<file path="src/rtl/oam_dma_pkg.sv">
// Shared types and constants for the OAM DMA engine.
// The source-page fold helper is kept here so the controller and any future users agree on echo mapping.
package oam_dma_pkg;

   typedef enum logic [2:0] {
      IDLE,
      START,
      READ,
      WRITE,
      PAD
   } dma_state_t;

   localparam logic [15:0] DMA_REG_ADDR  = 16'hFF46;
   localparam logic [15:0] OAM_BASE      = 16'hFE00;
   localparam int          OAM_LEN       = 160;
   localparam logic [15:0] DMA_IDLE_ADDR = 16'hFFFF;
   localparam logic [7:0]  ECHO_FOLD_HI  = 8'hDF;
   localparam logic [7:0]  LAST_IDX      = 8'(OAM_LEN - 1);

   // Pages 0xE0-0xFF are echo RAM; fold them back onto WRAM.
   function automatic logic [7:0] fold_src_hi(input logic [7:0] hi);
      return (hi > ECHO_FOLD_HI) ? hi - 8'h20 : hi;
   endfunction

endpackage

</file>
<file path="src/rtl/dma_slot_timer.sv">
// Slot timer: down-counter reloaded on each state entry; done is high once it reaches zero.
// Latency: a load of N gives done on the (N+1)th clock after the load edge.
// Backpressure: none; the controller decides when to reload.
module dma_slot_timer #(
   parameter int W = 3
) (
   input  logic         clk,
   input  logic         rst,
   input  logic         load,
   input  logic [W-1:0] load_val,
   output logic         done
);

   logic [W-1:0] cnt;

   always_ff @(posedge clk or negedge rst) begin
      if (!rst) begin
         cnt <= '0;
      end else if (load) begin
         cnt <= load_val;
      end else if (cnt != '0) begin
         cnt <= cnt - 1'b1;
      end
   end

   assign done = (cnt == '0);

endmodule

</file>
<file path="src/rtl/oam_dma_ctrl.sv">
// OAM DMA engine: FF46 write copies 160 bytes from {src_hi,00} into OAM; optional DMG pacing via OAM_DMA_PACED_EN.
// Latency: 1 + 160*(READ_LATENCY+2) clks unpaced, M_CYCLE_CLKS*161 clks paced, strobe edge to idle.
// Backpressure: none; the MMU must accept every DMA cycle, a new FF46 write restarts the copy at once.
module oam_dma_ctrl
   import oam_dma_pkg::*;
#(
   parameter int READ_LATENCY = 1,
   parameter int M_CYCLE_CLKS = 4
) (
   input  logic        clk,
   input  logic        rst,
   input  logic [15:0] reg_addr,
   input  logic [7:0]  reg_wdata,
   input  logic        reg_we,
   output logic [7:0]  reg_rdata,
   output logic [15:0] dma_addr,
   output logic [7:0]  dma_wdata,
   output logic        dma_we,
   input  logic [7:0]  dma_rdata,
   output logic        dma_active
);

`ifdef OAM_DMA_PACED_EN
   localparam int START_CLKS = M_CYCLE_CLKS;
   localparam int PAD_CLKS   = M_CYCLE_CLKS - (READ_LATENCY + 2);
   if (READ_LATENCY + 2 > M_CYCLE_CLKS) begin : g_bad_pacing
      $error("oam_dma_ctrl: READ_LATENCY+2 exceeds M_CYCLE_CLKS");
   end
`else
   localparam int START_CLKS = 1;
   localparam int PAD_CLKS   = 0;
`endif

   if (READ_LATENCY < 1 || READ_LATENCY > 2) begin : g_bad_latency
      $error("oam_dma_ctrl: READ_LATENCY must be 1 or 2");
   end

   localparam int TMR_W = $clog2(M_CYCLE_CLKS + READ_LATENCY + 1);
   localparam logic [TMR_W-1:0] START_LOAD = TMR_W'(START_CLKS - 1);
   localparam logic [TMR_W-1:0] READ_LOAD  = TMR_W'(READ_LATENCY);
   localparam logic [TMR_W-1:0] PAD_LOAD   = TMR_W'((PAD_CLKS > 0) ? PAD_CLKS - 1 : 0);

   dma_state_t       state;
   logic [7:0]       src_hi;
   logic [7:0]       idx;
   logic [7:0]       data_q;
   logic             strobe;
   logic             tmr_load;
   logic [TMR_W-1:0] tmr_val;
   logic             tmr_done;

   assign strobe    = reg_we && (reg_addr == DMA_REG_ADDR);
   assign reg_rdata = (reg_addr == DMA_REG_ADDR) ? src_hi : 8'hFF;

   // Timer reload tracks the transitions made in the state register below.
   always_comb begin
      tmr_load = 1'b0;
      tmr_val  = '0;
      if (strobe) begin
         tmr_load = 1'b1;
         tmr_val  = START_LOAD;
      end else begin
         case (state)
            START: begin
               tmr_load = tmr_done;
               tmr_val  = READ_LOAD;
            end
            WRITE: begin
               if (PAD_CLKS > 0) begin
                  tmr_load = 1'b1;
                  tmr_val  = PAD_LOAD;
               end else begin
                  tmr_load = (idx != LAST_IDX);
                  tmr_val  = READ_LOAD;
               end
            end
            PAD: begin
               tmr_load = tmr_done && (idx != LAST_IDX);
               tmr_val  = READ_LOAD;
            end
            default: ;
         endcase
      end
   end

   dma_slot_timer #(.W(TMR_W)) u_slot_timer (
      .clk      (clk),
      .rst      (rst),
      .load     (tmr_load),
      .load_val (tmr_val),
      .done     (tmr_done)
   );

   always_ff @(posedge clk or negedge rst) begin
      if (!rst) begin
         state  <= IDLE;
         src_hi <= 8'hFF;
         idx    <= 8'd0;
         data_q <= 8'd0;
      end else if (strobe) begin
         src_hi <= reg_wdata;
         idx    <= 8'd0;
         state  <= START;
      end else begin
         case (state)
            START: if (tmr_done) state <= READ;
            READ: begin
               if (tmr_done) begin
                  data_q <= dma_rdata;
                  state  <= WRITE;
               end
            end
            WRITE: begin
               if (PAD_CLKS > 0) begin
                  state <= PAD;
               end else if (idx == LAST_IDX) begin
                  state <= IDLE;
               end else begin
                  idx   <= idx + 8'd1;
                  state <= READ;
               end
            end
            PAD: begin
               if (tmr_done) begin
                  if (idx == LAST_IDX) begin
                     state <= IDLE;
                  end else begin
                     idx   <= idx + 8'd1;
                     state <= READ;
                  end
               end
            end
            default: state <= IDLE;
         endcase
      end
   end

   always_comb begin
      dma_addr  = DMA_IDLE_ADDR;
      dma_wdata = 8'h00;
      dma_we    = 1'b0;
      case (state)
         READ:  dma_addr = {fold_src_hi(src_hi), idx};
         WRITE: begin
            dma_addr  = OAM_BASE + {8'h00, idx};
            dma_wdata = data_q;
            dma_we    = 1'b1;
         end
         PAD:   dma_addr = OAM_BASE + {8'h00, idx};
         default: ;
      endcase
   end

   assign dma_active = (state != IDLE);

endmodule

</file>
<file path="config.mk">
export PLATFORM = sky130hd
export DESIGN_NAME = oam_dma_ctrl
export DESIGN_NICKNAME = d
export VERILOG_FILES = /design/src/rtl/oam_dma_pkg.sv /design/src/rtl/dma_slot_timer.sv /design/src/rtl/oam_dma_ctrl.sv
export SDC_FILE = /design/constraint.sdc
export NUM_CORES = 1
export LEC_CHECK = 0
export CORE_MARGIN = 3
export CORE_UTILIZATION = 40
export DETAILED_ROUTE_END_ITERATION = 12
export HOLD_SLACK_MARGIN = 0.1
export PLACE_DENSITY_LB_ADDON = 0.15
export SETUP_SLACK_MARGIN = 0.02
export SYNTH_ARGS = -nofsm -noshare
export SYNTH_HDL_FRONTEND = slang
export SYNTH_HIERARCHICAL = 1
export SYNTH_SLANG_ARGS = --single-unit
</file>
<file path="constraint.sdc">
create_clock -name clk -period 2.2 [get_ports clk]
set_input_delay 0.33 -clock clk [delete_from_list [all_inputs] [get_ports clk]]
set_output_delay 0.33 -clock clk [all_outputs]
set_load 0.02 [all_outputs]
</file>
; ---- Yosys cells after proc, flatten, opt, wreduce, memory -nomap -nowiden
; Cells that the tools add are included.
[word_totals]
inputBits = 35
mem_count = 0
rom_bits = 0
mem_bits_rw = 0
regBits = 30
word_cells = 54
latchBits = 0
output_inout_bits = 34
[op_classes]
magnitude_cmp = 1
n_shift = 0
add_sub_neg = 4
n_bitwise = 1
mux = 21
multipliers = 0
div_mod_pow = 0
n_reduce_logical = 12
eq_ne = 10
[op_table]
columns = operator, count
row1 = two-way mux 8 bit, 6
row2 = one-hot mux 16 bit (2 select lines), 1
row3 = two-way mux 3 bit, 6
row4 = == test 16 bit (second input constant), 1
row5 = one-hot mux 8 bit (2 select lines), 1
row6 = one-hot mux 3 bit (4 select lines), 1
row7 = adder 10 x 9 -> 11 bit (first input constant), 1
row8 = inequality test 3 bit (second input constant), 3
row9 = nonzero test 3 bit, 3
row10 = adder 8 x 1 -> 8 bit (second input constant), 1
row11 = == test 8 bit (second input constant), 1
row12 = greater-than comparator 8 bit (second input constant), 1
row13 = inequality test 8 bit (second input constant), 1
row14 = subtractor 8 x 6 -> 8 bit (second input constant), 1
row15 = == test 3 x 2 -> 1 bit (second input constant), 2
row16 = AND reduction 3 bit, 2
row17 = two-way mux 1 bit, 4
row18 = == test 3 x 1 -> 1 bit (second input constant), 1
row19 = == test 3 bit (second input constant), 1
row20 = logical NOT 3 bit, 1
row21 = one-hot mux 1 bit (3 select lines), 1
row22 = OR reduction 3 bit, 1
row23 = subtractor 3 x 1 -> 3 bit (second input constant), 1
row24 = logical AND 1 bit, 2
row25 = 5 further kinds, 5

; ---- Depth between registers and ports, before layout
[depth]
word_depth = 5
ltp_mapped = 9
mapped_depth_nobuf = 9

; ---- Hierarchy
; Netlist, hierarchy kept.
[by_module_without_submodules]
columns = mod, instances, cells_each, seq_area_each_um2, area_each_um2
row1 = oam_dma_ctrl, 1, 145, 660.6, 1510.2
row2 = dma_slot_timer, 1, 21, 75.1, 200.2

; ---- Least setup slack after synthesis
; OpenSTA, ideal clock, no wires.
[synth_path]
path_kind = input to register
start = input port reg_addr[5]
end = register u_slot_timer.cnt[0]
n_path_buf = 2
cell_stages = 8
arrival_time_ps = 1828
setup_time_ps = 104
path_slack_ps = 268
required_time_ps = 2096
path_cell_list = nand4bb_4 > nor4_4 > and2_1 > buf_6 > buf_8 > a21o_1 > nor2b_1 > a221oi_1
[synth_via]
elab_chain_len = 4
word_cells_on_any_way = 6
cone_classes = eq/ne (1) / mux (3) / reduce/logical (2)
[synth_rtl]
columns = element, line_no
row1 = start: declaration, oam_dma_ctrl.sv:12  ; input logic [15:0] reg_addr,
row2 = == test 16 bit (*), oam_dma_ctrl.sv:52  ; assign strobe = reg_we && (reg_addr == DMA_REG_ADDR);
row3 = logical AND 1 bit (*), oam_dma_ctrl.sv:52
row4 = two-way mux 1 bit (*), oam_dma_ctrl.sv:59  ; if (strobe) begin
row5 = named net tmr_load, oam_dma_ctrl.sv:48  ; logic tmr_load;
row6 = two-way mux 3 bit / nonzero test 2 bit (equally long branches), -
row7 = end signal: assignment, dma_slot_timer.sv:20  ; cnt <= load_val;
row8 = end signal: assignment, dma_slot_timer.sv:22  ; cnt <= cnt - 1'b1;
row9 = end: declaration, dma_slot_timer.sv:14  ; logic [W-1:0] cnt;
; The timed path passes the listed nets; every way through them passes the cells marked *.
; A chain may end at the register's enable or synchronous reset.

; ---- Worst setup path in the final report
[layout_path]
start = input port reg_addr[7]
end = register src_hi[7]
[layout_via]
elab_chain_len = 2
[layout_rtl]
columns = element, line_no
row1 = == test 16 bit, oam_dma_ctrl.sv:52
row2 = logical AND 1 bit, oam_dma_ctrl.sv:52
row3 = end signal: assignment, oam_dma_ctrl.sv:101  ; src_hi <= reg_wdata;
row4 = end: declaration, oam_dma_ctrl.sv:44  ; logic [7:0] src_hi;
; Every way passes these cells.

==> reports/metrics.csv <==
stage;metric;value;unit
outcome;outcome;finished, final reports clean;
floorplan;rows;23;
synth;syn_avg_cell_area;10.3;sq um
routing;wl_met1;1800;um
finish;antenna_cells;0;
floorplan;die_w;71.4;um
clock_tree;clock_sinks;29;
place;dpl-instance-area;0.00248;sq mm
routing;routed-wl-met2;1940;um
synth;async_reset_ff_share;100;%
power_and_ir_drop;comb_power_share;50.2;%
synth;ys_ff_latch;29;
timing;finalHoldViolations;0;
timing;layout_min_cycle_time;2.09;ns
routing;routed.top_layer;met4;
routing;wl_per_cell;13.8;um
synth;synth_top_family_by_area;simple AND/OR/NAND/NOR gates;
synth;ys_top_cells_by_area;dfrtp_1 31%, dfstp_2 12%, mux2_2 5.3%;
timing;max_freq;479;MHz
place;dp_hpwl;3080;um
synth;synth_ff_type;dfrtp_1;
clock_tree;clk_latency;0.28;ns
power_and_ir_drop;power;2.71;mW
finish;design_area;0.00256;sq mm
power_and_ir_drop;power_switching_share;36.5;%
grt;grt_use_total;17.6;%
run;cap_violations;0;
timing;post-route-period-util;94.8;%
synth;yosys_warnings;6;
synth;yosysTopAreaCell;dfrtp_1;
timing;rsz0062_at_grt;no;
power_and_ir_drop;p_sw;989;uW
routing;drc_errors;0;
synth;yosysSeqAreaShare;43.0;%
synth;synthCells;166;
synth;synthAdderAreaFrac;2.93;%
worst_setup_path;start_kind;input pin;
floorplan;die_y;71.4;um
worst_setup_path;worstPathArrival;2.29;ns
clock_tree;h-tree-depth;2;
synth;syn-cell-area;0.00171;sq mm
clock_tree;cts_tree;built;
synth;yosysUniqueCellTypes;45;
timing;clock_skew;0.00589;ns
worst_setup_path;critPathCaptureType;flip-flop;
clock_tree;clkTransAtPathRegs;0.06;ns
clock_tree;clock-root-buffer;clkbuf_8;
timing;slew_violations;0;
power_and_ir_drop;power_per_cell_area;1060;mW/mm^2
synth;synthXorXnorAreaFrac;1.54;%
place;gp_congestion;0.756;
grt;grt_max_degree;30;
synth;synth_top_area_share;30.7;%
synth;synth_edf_count;0;
worst_setup_path;r2r_setup_slack;0.30;ns
worst_setup_path;crit_type;in -> reg;
finish;drive_gt1_share;22.8;%
floorplan;dieArea;0.00510;sq mm
floorplan;core;0.00406;sq mm
place;numPortBuffers;68;
power_and_ir_drop;p_int;1.72;mW
synth;synthMuxAreaShare;10.2;%
worst_setup_path;crit_fanout;10;
synth;synth_most_common_cell;dfrtp_1;
routing;drt_first_pass_iters;4;
routing;final_antenna_net_count;0;
power_and_ir_drop;irDropWorstVdd;526;uV
timing;setup_viol;0;
synth;synth_common_cells;21 x dfrtp_1, 14 x nand2b_1, 12 x and3_1, 12 x nand2_1, 9 x inv_1;
grt;grt_overflow_total;0;
floorplan;start_util;42.2;%
floorplan;num_io_pins;69;
clock_tree;cts_made_buffers;5;
grt;grt_pass1_wl;7040;um
routing;drtIter0Drc;123;
routing;viasPerCell;5.00;
clock_tree;ctsLongestPathBuffers;2;
grt;grt_antenna_before_repair;0;
finish;nNetsFinal;284;
min_path;hp-class;in -> async;
power_and_ir_drop;clkPwrFrac;17.7;%
finish;syn2layout_area_growth;49.5;%
clock_tree;post-cts-setup-buffers;0;
grt;grt_pass1_vias;1503;
power_and_ir_drop;leakagePower;1.13;nW
power_and_ir_drop;seq_power_share;32.1;%
synth;synth_compound_area_share;7.83;%
routing;dr_total_vias;1479;
routing;wirelength;4070;um
worst_setup_path;worstPathRequired;2.41;ns
synth;synth-simple-area-share;29.8;%
routing;wl_met3;243;um
==> metrics by stage <==
step | utilization (%) | instances | hold WS [ns] | TNS (ns) | setup slack, ns
global placement | 61.2 | 288 | 0.484 | -2.90 | -0.181
CTS | 63.4 | 296 | 0.450 | 0 | 0.00622
detailed placement | 61.2 | 288 | 0.492 | -3.57 | -0.242
global route | 63.0 | 296 | 0.478 | 0 | 0.0363
floorplan | - | 167 | 0.0344 | 0 | 0.268
finish | 63.0 | 296 | 0.437 | 0 | 0.114
==> kinds of logic (layout without fill, tap and decap cells) <==
kind of cell    count (synthesis)  in the layout
compound gates                 19             19
xor+xnor                        3              3
fa+ha+maj                       4              4
buf+inv                        15             94
flops                          29             29
mux                            14             14
other cells                     1              2
simple gates                   81             81
==> flip-flops by register name, summed over array words and instances (netlist names) <==
register	count
src_hi	8
u_slot_timer/cnt	3
data_q	8
state	2
idx	8
==> worst max-delay path: stages <==
cell and delay, ns:
clkdlybuf4s50_1 0.40, nand4bb_1 0.26, nor4_4 0.31, buf_6 0.17, buf_4 0.11, and2_1 0.17, buf_4 0.22, mux2_4 0.32
==> power by group through the flow <==
stage	Clock [mW]	Combinational [mW]	Sequential [mW]
CTS	0.494	1.35	0.869
detailed placement	0	1.34	0.878
global placement	0	1.33	0.870
global route	0.520	1.49	0.899
finish	0.478	1.36	0.869
floorplan	0	0.828	0.847
==> per-layer routing <==
layer,vias to the layer above,GRT usage [%]
met1,692,23.3
met2,46,26.7
li1,732,-
met4,0,6.47
met3,9,5.89
met5,-,0
==> layout make-up <==
class,instances,area (sq um)
fill,348,1500
multi-input combinational,123,918
sequential,29,736
timing repair buffer,77,706
clock buffer,7,96.3
tap,50,62.6
inverter,9,33.8
clock inverter,1,5.00
==> worst paths after layout <==
path / cells past startpoint / to / start
max in group asynchronous: 2 / src_hi[2] / rst
max reg2reg: 7 / u_slot_timer/cnt[0] / idx[0]
min: 2 / idx[3] / rst
min in group clk: 1 / data_q[4] / data_q[4]
max: 8 / src_hi[7] / reg_addr[7]
min reg2reg: 1 / data_q[4] / data_q[4]
==> placed cells by master, fill, tap and decap left out, drive strengths merged, types with 3 or more instances in the layout <==
| master | instances |
|---|---|
| a21oi | 4 |
| and2 | 3 |
| and3 | 12 |
| buf | 9 |
| clkbuf | 16 |
| clkdlybuf4s50 | 58 |
| dfrtp | 21 |
| dfstp | 8 |
| ha | 4 |
| inv | 9 |
| mux2 | 13 |
| nand2 | 12 |
| nand2b | 14 |
| nand3 | 8 |
| nor2 | 7 |
| nor2b | 4 |
| nor3 | 3 |
| o21ai | 6 |
| or2b | 4 |
==> what timing repair did <==
action	in CTS	in global routing
pin swaps	0	0
endpoints found under the setup margin	13	11
gates resized for setup	11	22
hold buffers	0	0
(Power assumes the default switching activity.)
